File: config.mk
export PLATFORM = sky130hd
export DESIGN_NAME = max_pool_2x2_flat
export DESIGN_NICKNAME = d
export VERILOG_FILES = /design/src/rtl/npu_pool_pkg.sv /design/src/rtl/max_pool_2x2_if.sv /design/src/rtl/max4_u8.sv /design/src/rtl/max_pool_2x2.sv /design/src/flat_wrapper.sv
export SDC_FILE = /design/constraint.sdc
export NUM_CORES = 2
export LEC_CHECK = 0
export ABC_AREA = 0
export BUFFER_PORTS_ARGS = -buffer_cell sky130_fd_sc_hd__buf_2
export CORE_AREA = 2 2 421 423
export DETAILED_ROUTE_END_ITERATION = 8
export DIE_AREA = 0 0 423 425
export HOLD_SLACK_MARGIN = 0.1
export PLACE_DENSITY_LB_ADDON = 0.2
export SYNTH_ARGS = -nofsm -noshare
export SYNTH_HDL_FRONTEND = slang
export SYNTH_SLANG_ARGS = --single-unit
File: constraint.sdc
create_clock -name clk -period 18 [get_ports clk]
set_input_delay 3.6 -clock clk [delete_from_list [all_inputs] [get_ports clk]]
set_output_delay 3.6 -clock clk [all_outputs]
set_load 0.1 [all_outputs]
File: src/rtl/npu_pool_pkg.sv
// Shared definitions for the 2x2/stride-2 max-pool stage.
// MAX_POOL_PAD_EN selects a ceil-sized pooled grid (zero padding) instead of the floor grid.
package npu_pool_pkg;

  localparam int DATA_WIDTH = 8;
  localparam int MAP_H      = 12;
  localparam int MAP_W      = 11;
  localparam int IDX_WIDTH  = 4;

  // Pooled extent along one axis: the odd trailing line is either padded or dropped.
  function automatic int pool_dim(input int n);
`ifdef MAX_POOL_PAD_EN
    return (n + 1) / 2;
`else
    return n / 2;
`endif
  endfunction

  localparam int POOL_H = pool_dim(MAP_H);
  localparam int POOL_W = pool_dim(MAP_W);

  typedef enum logic {
    ST_IDLE = 1'b0,
    ST_RUN  = 1'b1
  } pool_state_e;

endpackage

File: src/rtl/max_pool_2x2_if.sv
// Map-in / pooled-stream-out handshake bundle for max_pool_2x2.
interface max_pool_2x2_if #(
  parameter int DW = npu_pool_pkg::DATA_WIDTH,
  parameter int H  = npu_pool_pkg::MAP_H,
  parameter int W  = npu_pool_pkg::MAP_W,
  parameter int IW = npu_pool_pkg::IDX_WIDTH
);

  logic          in_valid;
  logic [DW-1:0] in_data [H][W];
  logic          in_ready;
  logic [DW-1:0] out_data;
  logic          out_valid;
  logic          out_ready;
  logic [IW-1:0] out_row;
  logic [IW-1:0] out_col;
  logic          out_last;
  logic          overrun;

  modport slave (
    input  in_valid, in_data, out_ready,
    output in_ready, out_data, out_valid, out_row, out_col, out_last, overrun
  );

  modport master (
    output in_valid, in_data, out_ready,
    input  in_ready, out_data, out_valid, out_row, out_col, out_last, overrun
  );

endinterface

File: src/rtl/max4_u8.sv
// Combinational unsigned maximum of four values, two-level compare tree.
module max4_u8 #(
  parameter int DW = npu_pool_pkg::DATA_WIDTH
) (
  input  logic [DW-1:0] a,
  input  logic [DW-1:0] b,
  input  logic [DW-1:0] c,
  input  logic [DW-1:0] d,
  output logic [DW-1:0] y
);

  logic [DW-1:0] m_ab;
  logic [DW-1:0] m_cd;

  always_comb begin
    m_ab = (a >= b) ? a : b;
    m_cd = (c >= d) ? c : d;
    y    = (m_ab >= m_cd) ? m_ab : m_cd;
  end

endmodule

File: src/rtl/max_pool_2x2.sv
// Captures one HxW activation map and streams its 2x2/stride-2 max pool in raster order.
// Build option MAX_POOL_PAD_EN (see npu_pool_pkg) pads odd edges with zeros instead of dropping them.
//
// state   | meaning
// IDLE    | in_ready high, waiting for an in_valid map pulse
// RUN     | map captured, emitting pooled beats until the out_last handshake
module max_pool_2x2 #(
  parameter int DATA_WIDTH = npu_pool_pkg::DATA_WIDTH,
  parameter int H          = npu_pool_pkg::MAP_H,
  parameter int W          = npu_pool_pkg::MAP_W,
  parameter int IDX_WIDTH  = npu_pool_pkg::IDX_WIDTH
) (
  input  logic           clk,
  input  logic           rst_n,
  max_pool_2x2_if.slave  bus
);

  import npu_pool_pkg::*;

  localparam int PH = pool_dim(H);
  localparam int PW = pool_dim(W);
  localparam int RW = $clog2(H);
  localparam int CW = $clog2(W);
  localparam logic [IDX_WIDTH:0]   H_L     = (IDX_WIDTH+1)'(H);
  localparam logic [IDX_WIDTH:0]   W_L     = (IDX_WIDTH+1)'(W);
  localparam logic [IDX_WIDTH-1:0] ROW_END = IDX_WIDTH'(PH - 1);
  localparam logic [IDX_WIDTH-1:0] COL_END = IDX_WIDTH'(PW - 1);

  pool_state_e           state_q, state_d;
  logic [DATA_WIDTH-1:0] cap_q [H][W];
  logic [DATA_WIDTH-1:0] cap_d [H][W];
  logic                  in_ready_q, in_ready_d;
  logic                  out_valid_q, out_valid_d;
  logic                  out_last_q, out_last_d;
  logic                  overrun_q, overrun_d;
  logic [DATA_WIDTH-1:0] out_data_q, out_data_d;
  logic [IDX_WIDTH-1:0]  row_q, row_d;
  logic [IDX_WIDTH-1:0]  col_q, col_d;

  logic                  accept;
  logic                  beat_done;
  logic [IDX_WIDTH-1:0]  row_nxt, col_nxt;
  logic [IDX_WIDTH-1:0]  row_sel, col_sel;
  logic [IDX_WIDTH:0]    r0, r1, c0, c1;
  logic [DATA_WIDTH-1:0] win [4];
  logic [DATA_WIDTH-1:0] max_val;

  // In IDLE the first window comes straight from in_data so beat (0,0) is ready the
  // cycle after acceptance; afterwards the captured copy is used.
  function automatic logic [DATA_WIDTH-1:0] px(input logic [IDX_WIDTH:0] rr,
                                               input logic [IDX_WIDTH:0] cc);
    logic [DATA_WIDTH-1:0] v;
    v = '0;
    if ((rr < H_L) && (cc < W_L)) begin
      if (state_q == ST_IDLE) v = bus.in_data[rr[RW-1:0]][cc[CW-1:0]];
      else                    v = cap_q[rr[RW-1:0]][cc[CW-1:0]];
    end
    return v;
  endfunction

  assign accept    = bus.in_valid && in_ready_q;
  assign beat_done = out_valid_q && bus.out_ready;

  always_comb begin
    col_nxt = col_q + 1'b1;
    row_nxt = row_q;
    if (col_q == COL_END) begin
      col_nxt = '0;
      row_nxt = row_q + 1'b1;
    end
    row_sel = (state_q == ST_IDLE) ? '0 : row_nxt;
    col_sel = (state_q == ST_IDLE) ? '0 : col_nxt;
    r0      = {row_sel, 1'b0};
    r1      = {row_sel, 1'b1};
    c0      = {col_sel, 1'b0};
    c1      = {col_sel, 1'b1};
    win[0]  = px(r0, c0);
    win[1]  = px(r0, c1);
    win[2]  = px(r1, c0);
    win[3]  = px(r1, c1);
  end

  max4_u8 #(.DW(DATA_WIDTH)) u_max4 (
    .a (win[0]),
    .b (win[1]),
    .c (win[2]),
    .d (win[3]),
    .y (max_val)
  );

  always_comb begin
    state_d     = state_q;
    cap_d       = cap_q;
    in_ready_d  = in_ready_q;
    out_valid_d = out_valid_q;
    out_last_d  = out_last_q;
    out_data_d  = out_data_q;
    row_d       = row_q;
    col_d       = col_q;
    overrun_d   = overrun_q | (bus.in_valid & ~in_ready_q);

    case (state_q)
      ST_IDLE: begin
        if (accept) begin
          state_d     = ST_RUN;
          cap_d       = bus.in_data;
          in_ready_d  = 1'b0;
          out_valid_d = 1'b1;
          out_data_d  = max_val;
          row_d       = '0;
          col_d       = '0;
          out_last_d  = (ROW_END == '0) && (COL_END == '0);
        end
      end
      ST_RUN: begin
        if (beat_done) begin
          if (out_last_q) begin
            state_d     = ST_IDLE;
            in_ready_d  = 1'b1;
            out_valid_d = 1'b0;
            out_last_d  = 1'b0;
            row_d       = '0;
            col_d       = '0;
          end else begin
            row_d      = row_nxt;
            col_d      = col_nxt;
            out_data_d = max_val;
            out_last_d = (row_nxt == ROW_END) && (col_nxt == COL_END);
          end
        end
      end
      default: state_d = ST_IDLE;
    endcase
  end

  always_ff @(posedge clk or negedge rst_n) begin
    if (!rst_n) begin
      state_q     <= ST_IDLE;
      cap_q       <= '{default: '0};
      in_ready_q  <= 1'b1;
      out_valid_q <= 1'b0;
      out_last_q  <= 1'b0;
      overrun_q   <= 1'b0;
      out_data_q  <= '0;
      row_q       <= '0;
      col_q       <= '0;
    end else begin
      state_q     <= state_d;
      cap_q       <= cap_d;
      in_ready_q  <= in_ready_d;
      out_valid_q <= out_valid_d;
      out_last_q  <= out_last_d;
      overrun_q   <= overrun_d;
      out_data_q  <= out_data_d;
      row_q       <= row_d;
      col_q       <= col_d;
    end
  end

  assign bus.in_ready  = in_ready_q;
  assign bus.out_valid = out_valid_q;
  assign bus.out_last  = out_last_q;
  assign bus.out_data  = out_data_q;
  assign bus.out_row   = row_q;
  assign bus.out_col   = col_q;
  assign bus.overrun   = overrun_q;

endmodule

File: src/flat_wrapper.sv
// flat-port wrapper written by rule: the top's interface ports become plain ports
module max_pool_2x2_flat import npu_pool_pkg::*;
#(
  parameter int DATA_WIDTH = npu_pool_pkg::DATA_WIDTH,
  parameter int H          = npu_pool_pkg::MAP_H,
  parameter int W          = npu_pool_pkg::MAP_W,
  parameter int IDX_WIDTH  = npu_pool_pkg::IDX_WIDTH
)
  (clk, rst_n, bus_in_valid, bus_in_data, bus_out_ready, bus_in_ready, bus_out_data, bus_out_valid, bus_out_row, bus_out_col, bus_out_last, bus_overrun);
  max_pool_2x2_if #(.DW((8)), .H(H), .W(W), .IW((4))) bus_i ();
  input  logic clk;
  input  logic rst_n;
  input wire logic [$bits(bus_i.in_valid)-1:0] bus_in_valid;
  input wire logic [$bits(bus_i.in_data)-1:0] bus_in_data;
  input wire logic [$bits(bus_i.out_ready)-1:0] bus_out_ready;
  output wire logic [$bits(bus_i.in_ready)-1:0] bus_in_ready;
  output wire logic [$bits(bus_i.out_data)-1:0] bus_out_data;
  output wire logic [$bits(bus_i.out_valid)-1:0] bus_out_valid;
  output wire logic [$bits(bus_i.out_row)-1:0] bus_out_row;
  output wire logic [$bits(bus_i.out_col)-1:0] bus_out_col;
  output wire logic [$bits(bus_i.out_last)-1:0] bus_out_last;
  output wire logic [$bits(bus_i.overrun)-1:0] bus_overrun;
  assign bus_i.in_valid = bus_in_valid;
  assign bus_i.in_data = {>>{bus_in_data}};
  assign bus_i.out_ready = bus_out_ready;
  assign bus_in_ready = bus_i.in_ready;
  assign bus_out_data = bus_i.out_data;
  assign bus_out_valid = bus_i.out_valid;
  assign bus_out_row = bus_i.out_row;
  assign bus_out_col = bus_i.out_col;
  assign bus_out_last = bus_i.out_last;
  assign bus_overrun = bus_i.overrun;
  max_pool_2x2 #(.DATA_WIDTH(DATA_WIDTH), .H(H), .W(W), .IDX_WIDTH(IDX_WIDTH)) u_core (.clk(clk), .rst_n(rst_n), .bus(bus_i));
endmodule
==> out/results.tsv <==
metric	value	unit
vias in the first global route	51170	
Async SR Flop Fraction	100.0	%
Fmax	0.09489	GHz
Die Area	0.1798	mm²
post-synth top area share	51.92	%
Port Buffers	1079	
worst rel slew slack	11.79	%
fin area	0.06420	mm²
CP peak stage delay	820	ps
placed insts	9484	
CTS Hold Buffers Added	0	
clk_lat worst skew	810	ps
Antenna Nets Post-Route	0	
Final nets	8366	
clock root buffer	clkbuf_16	
Crit. End Element	flop	
Seq/Total Area, Yosys	51.97	%
clk_skew	43.70	ps
CTS tree	built	
Resized Gates After CTS	0	
row count	154	
Final Instance Count excl. Fillers	9783	
largest net degree at the start of global routing	183	
Hold Crit Class	reg2reg	
max cap viols	0	
syn avg cell area	8.114	µm²
EDFF count, synth	0	
GR Util All Layers	32.75	%
initial drt markers	5716	
IO Count	1080	
register share of total power	35.1	%
Hold Vio Cnt, Final	0	
Ys Warns	0	
final setup vio count	0	
Min Clock Period, post-route	10540	ps
NetSw	5.866	mW
Sw Share	46.00	%
CP Buf/Inv Count	6	
WS Path Type	reg2reg	
Post-Syn Nets	7478	
clk slew on worst S/H paths	60	ps
deepest clock path buffer count	3	
total wire length	304.0	mm
initial core utilization	29.57	%
synthesized flop and latch total	1077	
DP Area	0.05945	mm²
Synth-to-Final Area Change	23.80	%
CTS buffer count	132	
Post-CTS Setup Inserts	0	
initial antenna violation count	109	
worst-path maximum fanout	60	
VDD IR-drop max	0.0001936	V
htree depth	4	
Worst Path Arrival	11240	ps
CTS sink count	1077	
core region area	0.1753	mm²
# DRC	0	
PwrDens	198.6	mW/mm²
DR vias	51850	
layout cell share with drive strength beyond 1	20.37	%
Slew @ Worst Pin	1320	ps
DP Wirelength	228.5	mm
Via density	5.300	
post-DR wirelength/cell	31.07	µm
Worst EP required	18700	ps
Final Max Slew Viols	0	
final setup TNS	0	ps
count leader, synth	nand2_1	
Clock power frac	22.4	%
status	finished clean	
top cells by area, synth	dfrtp_1 (52%), nand2_1 (25%), mux2i_1 (2.8%)	
Post-Syn Area	0.05186	mm²
family with the most delay on the worst path	compound AO/OA/AOI/OAI gates	
Die Wd	423	µm
global-route wire length before repair	409.4	mm
Die Y	425	µm
Final Wtd Congestion	0.9993	
Synth area leader	dfrtp_1	
DRT Pass-1 Iters	6	
Leak	33.15	nW
top cells by count, synth	nand2_1 (3,481), dfrtp_1 (1,076), clkbuf_1 (272)	
Comb power frac	42.5	%
aggregate global routing overflow	0	
Netlist cell types	93	
Post-Synthesis Cells	6391	
Startpoint Class	flop	
RSZ-0062 raised after global routing	no	
Int Power	6.886	mW
Final Cycle Share	58.55	%
critical path's slowest cell	and3b_4	
top_reg_cell synth	dfrtp_1	
==> registers in the layout, summed over array words and instances (netlist names) <==
register,flops
u_core.bus.out_last,1
u_core.bus.out_row,4
u_core.bus.out_data,8
u_core.bus.out_valid,1
u_core.bus.out_col,4
u_core.cap_q,1056
u_core.bus.in_ready,1
u_core.state_q,1
u_core.bus.overrun,1
==> layout by cell type, fill, tap and decap left out, types with 13 or more instances in the layout <==
cell type  instances
a22oi_1           22
mux2i_1          142
buf_2           1078
a21oi_1           91
dfrtp_1         1072
nand3_1          125
nor2_1            86
a211oi_1          39
o22ai_1           96
nor2b_1           15
clkbuf_1          25
o211ai_1          21
clkbuf_8          37
nand4_1           31
a221oi_1          41
a31oi_1           62
nor3_1            51
inv_1             26
nand2_1         3479
o21ai_0          121
clkbuf_16        134
ha_1              26
diode_2           59
nand2b_1          13
buf_4            104
a32oi_1           23
a21o_1            14
o2111ai_1         13
clkinv_2          14
o221ai_1          63
mux2_2            21
==> cells by family (layout without fill, tap and decap cells) <==
group	count (synthesis)	in the layout	share of synthesized area (%)
multiplexers	177	177	3.713
other	0	59	0
AND/OR/NAND/NOR	3891	3891	29.43
AO/OA/AOI/OAI	746	746	10.09
flip-flops	1077	1077	51.97
adder cells (fa/ha/maj)	27	27	0.6514
XOR/XNOR	4	4	0.09651
buffers and inverters	469	1462	4.051
==> path summary, 6_finish.rpt <==
check / from / to / slack, ps / depth (start not counted)
worst max-delay path: u_core.bus.out_col[0] / u_core.bus.out_data[3] / 7460 / 32
worst min-delay path: u_core.bus.overrun / u_core.bus.overrun / 470 / 1
worst max register to register: u_core.bus.out_col[0] / u_core.bus.out_data[3] / 7460 / 32
worst min register to register: u_core.bus.overrun / u_core.bus.overrun / 470 / 1
max in group asynchronous: rst_n / u_core.cap_q[889] / 11320 / 5
min in group asynchronous: rst_n / u_core.cap_q[294] / 2730 / 1
==> through the flow <==
step | hold WS, ps | power [mW] | setup WS, ps | utilization (%)
after CTS | 471.2 | 12.68 | 7713 | 36.53
after detailed placement | 458.4 | 9.778 | 7724 | 33.91
after global routing | 487.9 | 13.38 | 7164 | 36.60
after global placement | 440.6 | 9.804 | 7884 | 33.91
after floorplan | 436.9 | 7.209 | 10730 | -
final | 465.2 | 12.75 | 7462 | 36.61
==> cell type report <==
type | count | area [µm²]
antenna | 59 | 147.6
clock buffer | 196 | 3956
fill | 18780 | 111100
inverter | 28 | 105.1
clock inverter | 43 | 639.4
multi-input combinational | 4845 | 23040
timing repair buffer | 1195 | 6421
sequential | 1077 | 26960
tap | 2340 | 2928
==> per-layer routing <==
| metal | GRT usage, % | vias to the layer above | part of all wire (%) |
|---|---|---|---|
| met1 | 42.75 | 25880 | 42 |
| li1 | - | 22830 | - |
| met5 | 0 | - | 0.11 |
| met4 | 19.98 | 48 | 6.4 |
| met2 | 49.12 | 2481 | 44 |
| met3 | 7.742 | 609 | 7.8 |
==> power groups by stage <==
stage / combinational (mW) / clock [mW] / sequential [mW]
3_5_place_dp: 5.34 / 0 / 4.44
3_3_place_gp: 5.33 / 0 / 4.47
6_report: 5.42 / 2.86 / 4.47
5_1_grt: 5.86 / 2.99 / 4.53
2_1_floorplan: 3.18 / 0 / 4.03
4_1_cts: 5.37 / 2.89 / 4.42
No activity file was read; power rests on OpenSTA's default activity.
